## src/rtl/mem_arbiter.sv

```systemverilog
// rtl/mem_arbiter.sv - two-master (fetch/data) memory arbiter with one transaction in flight
//
// Purpose:
//   Shares one memory port between an instruction-fetch master (I, read-only)
//   and a data master (D, read/write). Only one transaction is in flight at a
//   time: IDLE (grant) -> REQ (hold m_req until m_ack) -> RESP (valid pulse) -> IDLE.
//   D wins over I when both request.
//
// Configuration:
//   ARB_STARVE_GUARD_EN - when defined, a saturating counter tracks D grants
//   taken while I was waiting. Once it reaches STARVE_MAX, I wins the next
//   contested grant. When undefined, D has strict priority and no counter exists.
//
// Ports:
//   clk, rst                    clock, synchronous active-low reset
//   i_req, i_addr               fetch request / address
//   i_gnt, i_valid, i_rdata     fetch accept (comb), data-valid pulse, read data
//   d_req, d_we, d_addr,
//   d_wdata                     data request / write-enable / address / write data
//   d_gnt, d_valid, d_rdata     data accept (comb), completion pulse, read data
//   m_req, m_we, m_addr,
//   m_wdata                     memory request side (registered)
//   m_ack, m_rdata              memory completion / read data
//   busy                        transaction in flight (REQ or RESP)

module mem_arbiter #(
    parameter int ADDR_W     = 16,
    parameter int DATA_W     = 16,
    parameter int STARVE_MAX = 4
) (
    input  logic              clk,
    input  logic              rst,
    input  logic              i_req,
    input  logic [ADDR_W-1:0] i_addr,
    output logic              i_gnt,
    output logic              i_valid,
    output logic [DATA_W-1:0] i_rdata,
    input  logic              d_req,
    input  logic              d_we,
    input  logic [ADDR_W-1:0] d_addr,
    input  logic [DATA_W-1:0] d_wdata,
    output logic              d_gnt,
    output logic              d_valid,
    output logic [DATA_W-1:0] d_rdata,
    output logic              m_req,
    output logic              m_we,
    output logic [ADDR_W-1:0] m_addr,
    output logic [DATA_W-1:0] m_wdata,
    input  logic              m_ack,
    input  logic [DATA_W-1:0] m_rdata,
    output logic              busy
);

    typedef enum logic [1:0] {
        IDLE = 2'd0,
        REQ  = 2'd1,
        RESP = 2'd2
    } state_t;

    state_t state;
    logic   own_d;      // in-flight transaction belongs to D
    logic   pick_d;     // D wins the current arbitration

`ifdef ARB_STARVE_GUARD_EN
    localparam int CNT_W = $clog2(STARVE_MAX + 1);

    logic [CNT_W-1:0] starve_cnt;
    logic             starve_hit;

    assign starve_hit = (starve_cnt == CNT_W'(STARVE_MAX));
    // I overrides D only when it has already waited through STARVE_MAX D grants.
    assign pick_d     = d_req && !(i_req && starve_hit);

    always_ff @(posedge clk) begin
        if (!rst) begin
            starve_cnt <= '0;
        end else if (d_gnt && i_req) begin
            if (!starve_hit) begin
                starve_cnt <= starve_cnt + CNT_W'(1);
            end
        end else if (i_gnt) begin
            starve_cnt <= '0;
        end
    end
`else
    assign pick_d = d_req;
`endif

    // Grants are combinational in IDLE; held off during reset so nothing is
    // accepted by the edge that clears the state.
    always_comb begin
        i_gnt = 1'b0;
        d_gnt = 1'b0;
        if (rst && (state == IDLE)) begin
            d_gnt = pick_d;
            i_gnt = i_req && !pick_d;
        end
    end

    always_ff @(posedge clk) begin
        if (!rst) begin
            state   <= IDLE;
            own_d   <= 1'b0;
            i_valid <= 1'b0;
            i_rdata <= '0;
            d_valid <= 1'b0;
            d_rdata <= '0;
            m_req   <= 1'b0;
            m_we    <= 1'b0;
            m_addr  <= '0;
            m_wdata <= '0;
            busy    <= 1'b0;
        end else begin
            case (state)
                IDLE: begin
                    if (i_gnt || d_gnt) begin
                        own_d   <= d_gnt;
                        m_req   <= 1'b1;
                        m_we    <= d_gnt && d_we;
                        m_addr  <= d_gnt ? d_addr : i_addr;
                        m_wdata <= d_gnt ? d_wdata : '0;
                        busy    <= 1'b1;
                        state   <= REQ;
                    end
                end
                REQ: begin
                    if (m_ack) begin
                        m_req <= 1'b0;
                        m_we  <= 1'b0;
                        if (own_d) begin
                            d_valid <= 1'b1;
                            // Writes return zero so stale read data never looks fresh.
                            d_rdata <= m_we ? '0 : m_rdata;
                        end else begin
                            i_valid <= 1'b1;
                            i_rdata <= m_rdata;
                        end
                        state <= RESP;
                    end
                end
                RESP: begin
                    i_valid <= 1'b0;
                    d_valid <= 1'b0;
                    busy    <= 1'b0;
                    state   <= IDLE;
                end
                default: begin
                    state <= IDLE;
                end
            endcase
        end
    end

endmodule

```

## config.mk

```make
export PLATFORM = sky130hd
export DESIGN_NAME = mem_arbiter
export DESIGN_NICKNAME = d
export VERILOG_FILES = /design/src/rtl/mem_arbiter.sv
export SDC_FILE = /design/constraint.sdc
export NUM_CORES = 1
export LEC_CHECK = 0
export CAP_MARGIN = 20
export CORE_MARGIN = 8
export CORE_UTILIZATION = 40
export DETAILED_ROUTE_END_ITERATION = 8
export GPL_ROUTABILITY_DRIVEN = 1
export PLACE_DENSITY_LB_ADDON = 0.08
export SLEW_MARGIN = 20
export SYNTH_ARGS = -nofsm -noshare
export SYNTH_HDL_FRONTEND = slang
export SYNTH_SLANG_ARGS = --single-unit
```

## constraint.sdc

```tcl
create_clock -name clk -period 2 [get_ports clk]
set_input_delay 0.5 -clock clk [delete_from_list [all_inputs] [get_ports clk]]
set_output_delay 0.5 -clock clk [all_outputs]
set_load 0.02 [all_outputs]
```

### Yosys cells after proc, flatten, opt, wreduce, memory -nomap -nowiden

Cells that the tools add are included.

* register bits after elaboration: 72
* logic and storage cells: 55
* input bits: 70
* output and inout bits: 71

* mux-type cells: 20
* equal/unequal tests: 6
* bitwise gates (word level): 1
* reduce and logical (&&, ||, !) cells: 17

Operators with widths (count)
* two-way mux 16 bit: 3
* AND reduction 3 bit: 5
* case mux 1 bit (2 select lines): 5
* two-way mux 1 bit: 9
* != test 2 bit, second input constant: 3
* AND reduction 2 bit: 3
* nonzero test 2 bit: 3
* two-way mux 2 bit: 2
* case mux 2 bit (2 select lines): 1
* logical AND 1 bit: 3
* equality test 2 x 1 -> 1 bit, second input constant: 1
* equality test 2 bit, second input constant: 1
* zero test 2 bit: 1
* != test 2 x 1 -> 1 bit, second input constant: 1
* zero test 1 bit: 1
* logical OR 1 bit: 1
* inverter 1 bit: 1

### Logic depth before layout (Yosys ltp)

Gate-level depths: netlist (run 1).

* depth in word-level cells: 6
* depth in mapped cells: 6
* depth with buffers taken out: 3

### Worst setup path after synthesis (run 1)

No wires, ideal clock.

* kind: input port to output port
* start: input rst
* end: output i_gnt
* path buffers: 1
* arrival: 1.713 ns
* setup slack: -0.213 ns
* stages: 3
* required time: 1.500 ns
* cell sequence: buf_2 or3b_2 nor3b_1

* longest elaborated chain between the ends: 2

RTL lines
* start: declaration: line 32 `input logic rst,`
* logical AND 1 bit: line 94 `if (rst && (state == IDLE)) begin`
* two-way mux 1 bit: line 94
* end: declaration: line 35 `output logic i_gnt,`

No other way between the ends.

### Worst setup path in the final report (run 1)

* start: input d_req
* end: output d_gnt

* longest elaborated chain between the ends: 1

RTL lines
* start: declaration: line 38 `input logic d_req,`
* two-way mux 1 bit: line 94
* end: declaration: line 42 `output logic d_gnt,`

No other way between the ends.

==> results of run 1 <==
Yosys cell counts:
cell type,instances,area share [%]
a21boi_0,1,0.27
a21oi_1,2,0.36
a221oi_1,15,4.7
a22o_1,16,5.0
a2bb2oi_1,1,0.31
a32o_1,2,0.72
and2_1,1,0.22
and4b_1,1,0.36
and4bb_2,1,0.45
buf_2,6,1.1
buf_4,2,0.54
buf_6,2,0.81
clkbuf_1,16,2.2
clkinv_1,1,0.13
dfxtp_1,72,52
inv_1,30,4.0
nand2_1,34,4.6
nand2b_1,1,0.22
nand3_1,16,2.9
nand3b_1,1,0.27
nand4b_1,16,5.0
nor2_1,6,0.81
nor2_4,1,0.40
nor3b_1,2,0.54
nor3b_2,1,0.45
nor4b_2,1,0.54
o211a_1,1,0.36
o21a_1,17,4.6
o21ai_0,33,5.9
o31a_1,1,0.31
or3b_2,1,0.31
logic make-up (layout without fill, tap and decap cells):
family	after synthesis	after routing
flip-flops	72	72
AO/OA/AOI/OAI	89	89
AND/OR/NAND/NOR	83	83
buffers and inverters	57	205
through the flow:
stage                     power (W)  TNS (ns)
after floorplan             0.00184         0
after global placement      0.00218     -2.87
after detailed placement    0.00219     -3.54
after CTS                   0.00320         0
after global routing        0.00333   -0.0225
final                       0.00317         0
power by group through the flow:
| stage | clock network (W) | logic, W | registers, W |
|---|---|---|---|
| after floorplan | 0 | 0.000192 | 0.00165 |
| after CTS | 0.00104 | 0.000621 | 0.00154 |
| after detailed placement | 0 | 0.000617 | 0.00157 |
| final | 0.00101 | 0.000620 | 0.00154 |
| after global routing | 0.00112 | 0.000664 | 0.00155 |
| after global placement | 0 | 0.000612 | 0.00157 |
what timing repair did:
item	in CTS	in global routing
gates resized for setup	11	3
setup endpoints to repair	2	8
pin swaps	0	0
setup buffers	0	1
state kept, by name (all words and copies together), names as in the netlist:
| register | flops |
|---|---|
| m_wdata | 16 |
| m_we | 1 |
| busy | 1 |
| i_valid | 1 |
| state | 2 |
| d_valid | 1 |
| m_req | 1 |
| i_rdata | 16 |
| own_d | 1 |
| d_rdata | 16 |
| m_addr | 16 |
final timing paths:
check | from | slack [ns] | end | depth (start not counted)
min reg2reg | d_rdata[3] | 0.46 | d_rdata[3] | 2
max reg2reg | state[1] | 0.51 | busy | 4
min | d_rdata[3] | 0.46 | d_rdata[3] | 2
max | d_req | 0.02 | d_gnt | 4
routing by layer:
metal,up-vias,part of all wire (%),GRT usage [%]
met3,10,7.9,5.59
met5,-,0,0
met4,0,1.6,7.22
met1,1259,45,21.5
li1,1347,-,-
met2,92,46,26.0
critical path, stage by stage:
cell	delay (ns)
clkdlybuf4s50_1	0.48
nor3b_4	0.20
and2_4	0.17
buf_4	0.13
final cells by class:
type / count / area [um^2]
tap: 80 / 100
fill: 575 / 2230
clock buffer: 10 / 128
multi-input combinational: 172 / 1130
inverter: 31 / 116
clock inverter: 6 / 46.3
sequential: 72 / 1440
timing repair buffer: 158 / 1570
==> flow_metrics.tcl, run 1 <==
set metrics [dict create \
    status "complete, no violations" \
    netSwitchingPower_w 0.000869 \
    start_util_pct 41.3 \
    syn_area_per_cell_um2 9.27 \
    viasPerCell 5.12 \
    fin_area_um2 4530 \
    synthMuxAreaShare_pct 0 \
    period_share_pct 99.0 \
    relSlewSlack_pct 68.8 \
    antenna_cells 0 \
    grt_max_degree 71 \
    antenna_found_initial 0 \
    wl_um 8500 \
    layout.cells.most_common "clkdlybuf4s50_1" \
    yosys_register_bits 72 \
    ctsHoldBuffers 0 \
    netlist_area_um2 2790 \
    dr.pass1.iters 4 \
    synth_fp_nets 371 \
    post-place-ws_ns -0.455 \
    htreeDepth 3 \
    synth-simple-area-share_pct 17.0 \
    whs_ns 0.456 \
    ioPinCount 141 \
    synth_compound_area_share_pct 22.6 \
    clock-sinks 72 \
    yosys.area_share.xor_xnor_pct 0 \
    grt.total_usage_pct 17.1 \
    vias 2708 \
    critPathKind "in -> out" \
    instances_no_fill 529 \
    dieArea_um2 9900 \
    finalHoldViolCount 0 \
    clock_skew_ns 0.00694 \
    die_x_um 99.5 \
    placed_cell_area_um2 4340 \
    grt_pass1_vias 2698 \
    power_density_nw_per_um2 700 \
    synth-seq-area-share_pct 51.7 \
    drv_cap 0 \
    max-clock-path-buffers 2 \
    final_cell_mix "clkdlybuf4s50_1 (137), dfxtp_1 (72), nand2_1 (34)" \
    dp_cells 512 \
    p_comb_share_pct 19.6 \
    synthAdderAreaFrac_pct 0 \
    critPathRequiredTime_ns 1.50 \
    finalWorstSetupSlack_ns 0.0199 \
    wl_per_cell_um 16.1 \
    p_sw_share_pct 27.4 \
    die_h_um 99.5 \
    power_leakage_nw 1.75 \
    insertion_delay_ns 0.34 \
    drt-initial-drc-count 72 \
    ys_warn_count 0 \
    cts_tree "yes" \
    setup.worst_path.start_class "input pin" \
    synth_top_family_by_area "compound AO/OA/AOI/OAI gates" \
    utilization_pct 67.0 \
    fin_crit_ns 1.98 \
    ant_nets 0 \
    syn_to_final_growth_pct 62.2 \
    core.rowCount 30 \
    grt_pass1_wl_um 13800 \
    crit_path_end_kind "output port" \
    drv_slew 0 \
    gp_congestion 0.727 \
    seqPwrFrac_pct 48.5 \
    tightest_slew_ns 0.469 \
    ys_types 31 \
    clock_power_share_pct 31.9 \
    drc 0 \
    place.port_buffers 140 \
    core_um2 6760 \
    hold_path_class "reg -> reg" \
    cp.arrival_ns 1.48 \
    max_freq_mhz 505 \
    place_hpwl_um 6270 \
    peakVddDrop_v 0.000363 \
    root_buffer "clkbuf_8" \
    cts_buffers 9 \
    worstPathMaxFanout 2 \
    nets 514 \
    clk_pin_slew_ns 0.08 \
    synthCells 301 \
    setup_violations 0 \
    drive_gt1_share_pct 9.58 \
    intPower_w 0.00230 \
    grt-ovfl-total 0 \
]
Power figures use the tool's default switching activity.
==> run 2, diff against run 1 <==
--- a/config.mk
+++ b/config.mk
@@ -8,6 +8,7 @@
 export CAP_MARGIN = 20
 export CORE_MARGIN = 8
 export CORE_UTILIZATION = 40
+export CTS_CLUSTER_DIAMETER = 150
 export DETAILED_ROUTE_END_ITERATION = 8
 export GPL_ROUTABILITY_DRIVEN = 1
 export PLACE_DENSITY_LB_ADDON = 0.08
==> results of run 2 <==
The final DEF is identical to that of run 1; final timing and power are the same.
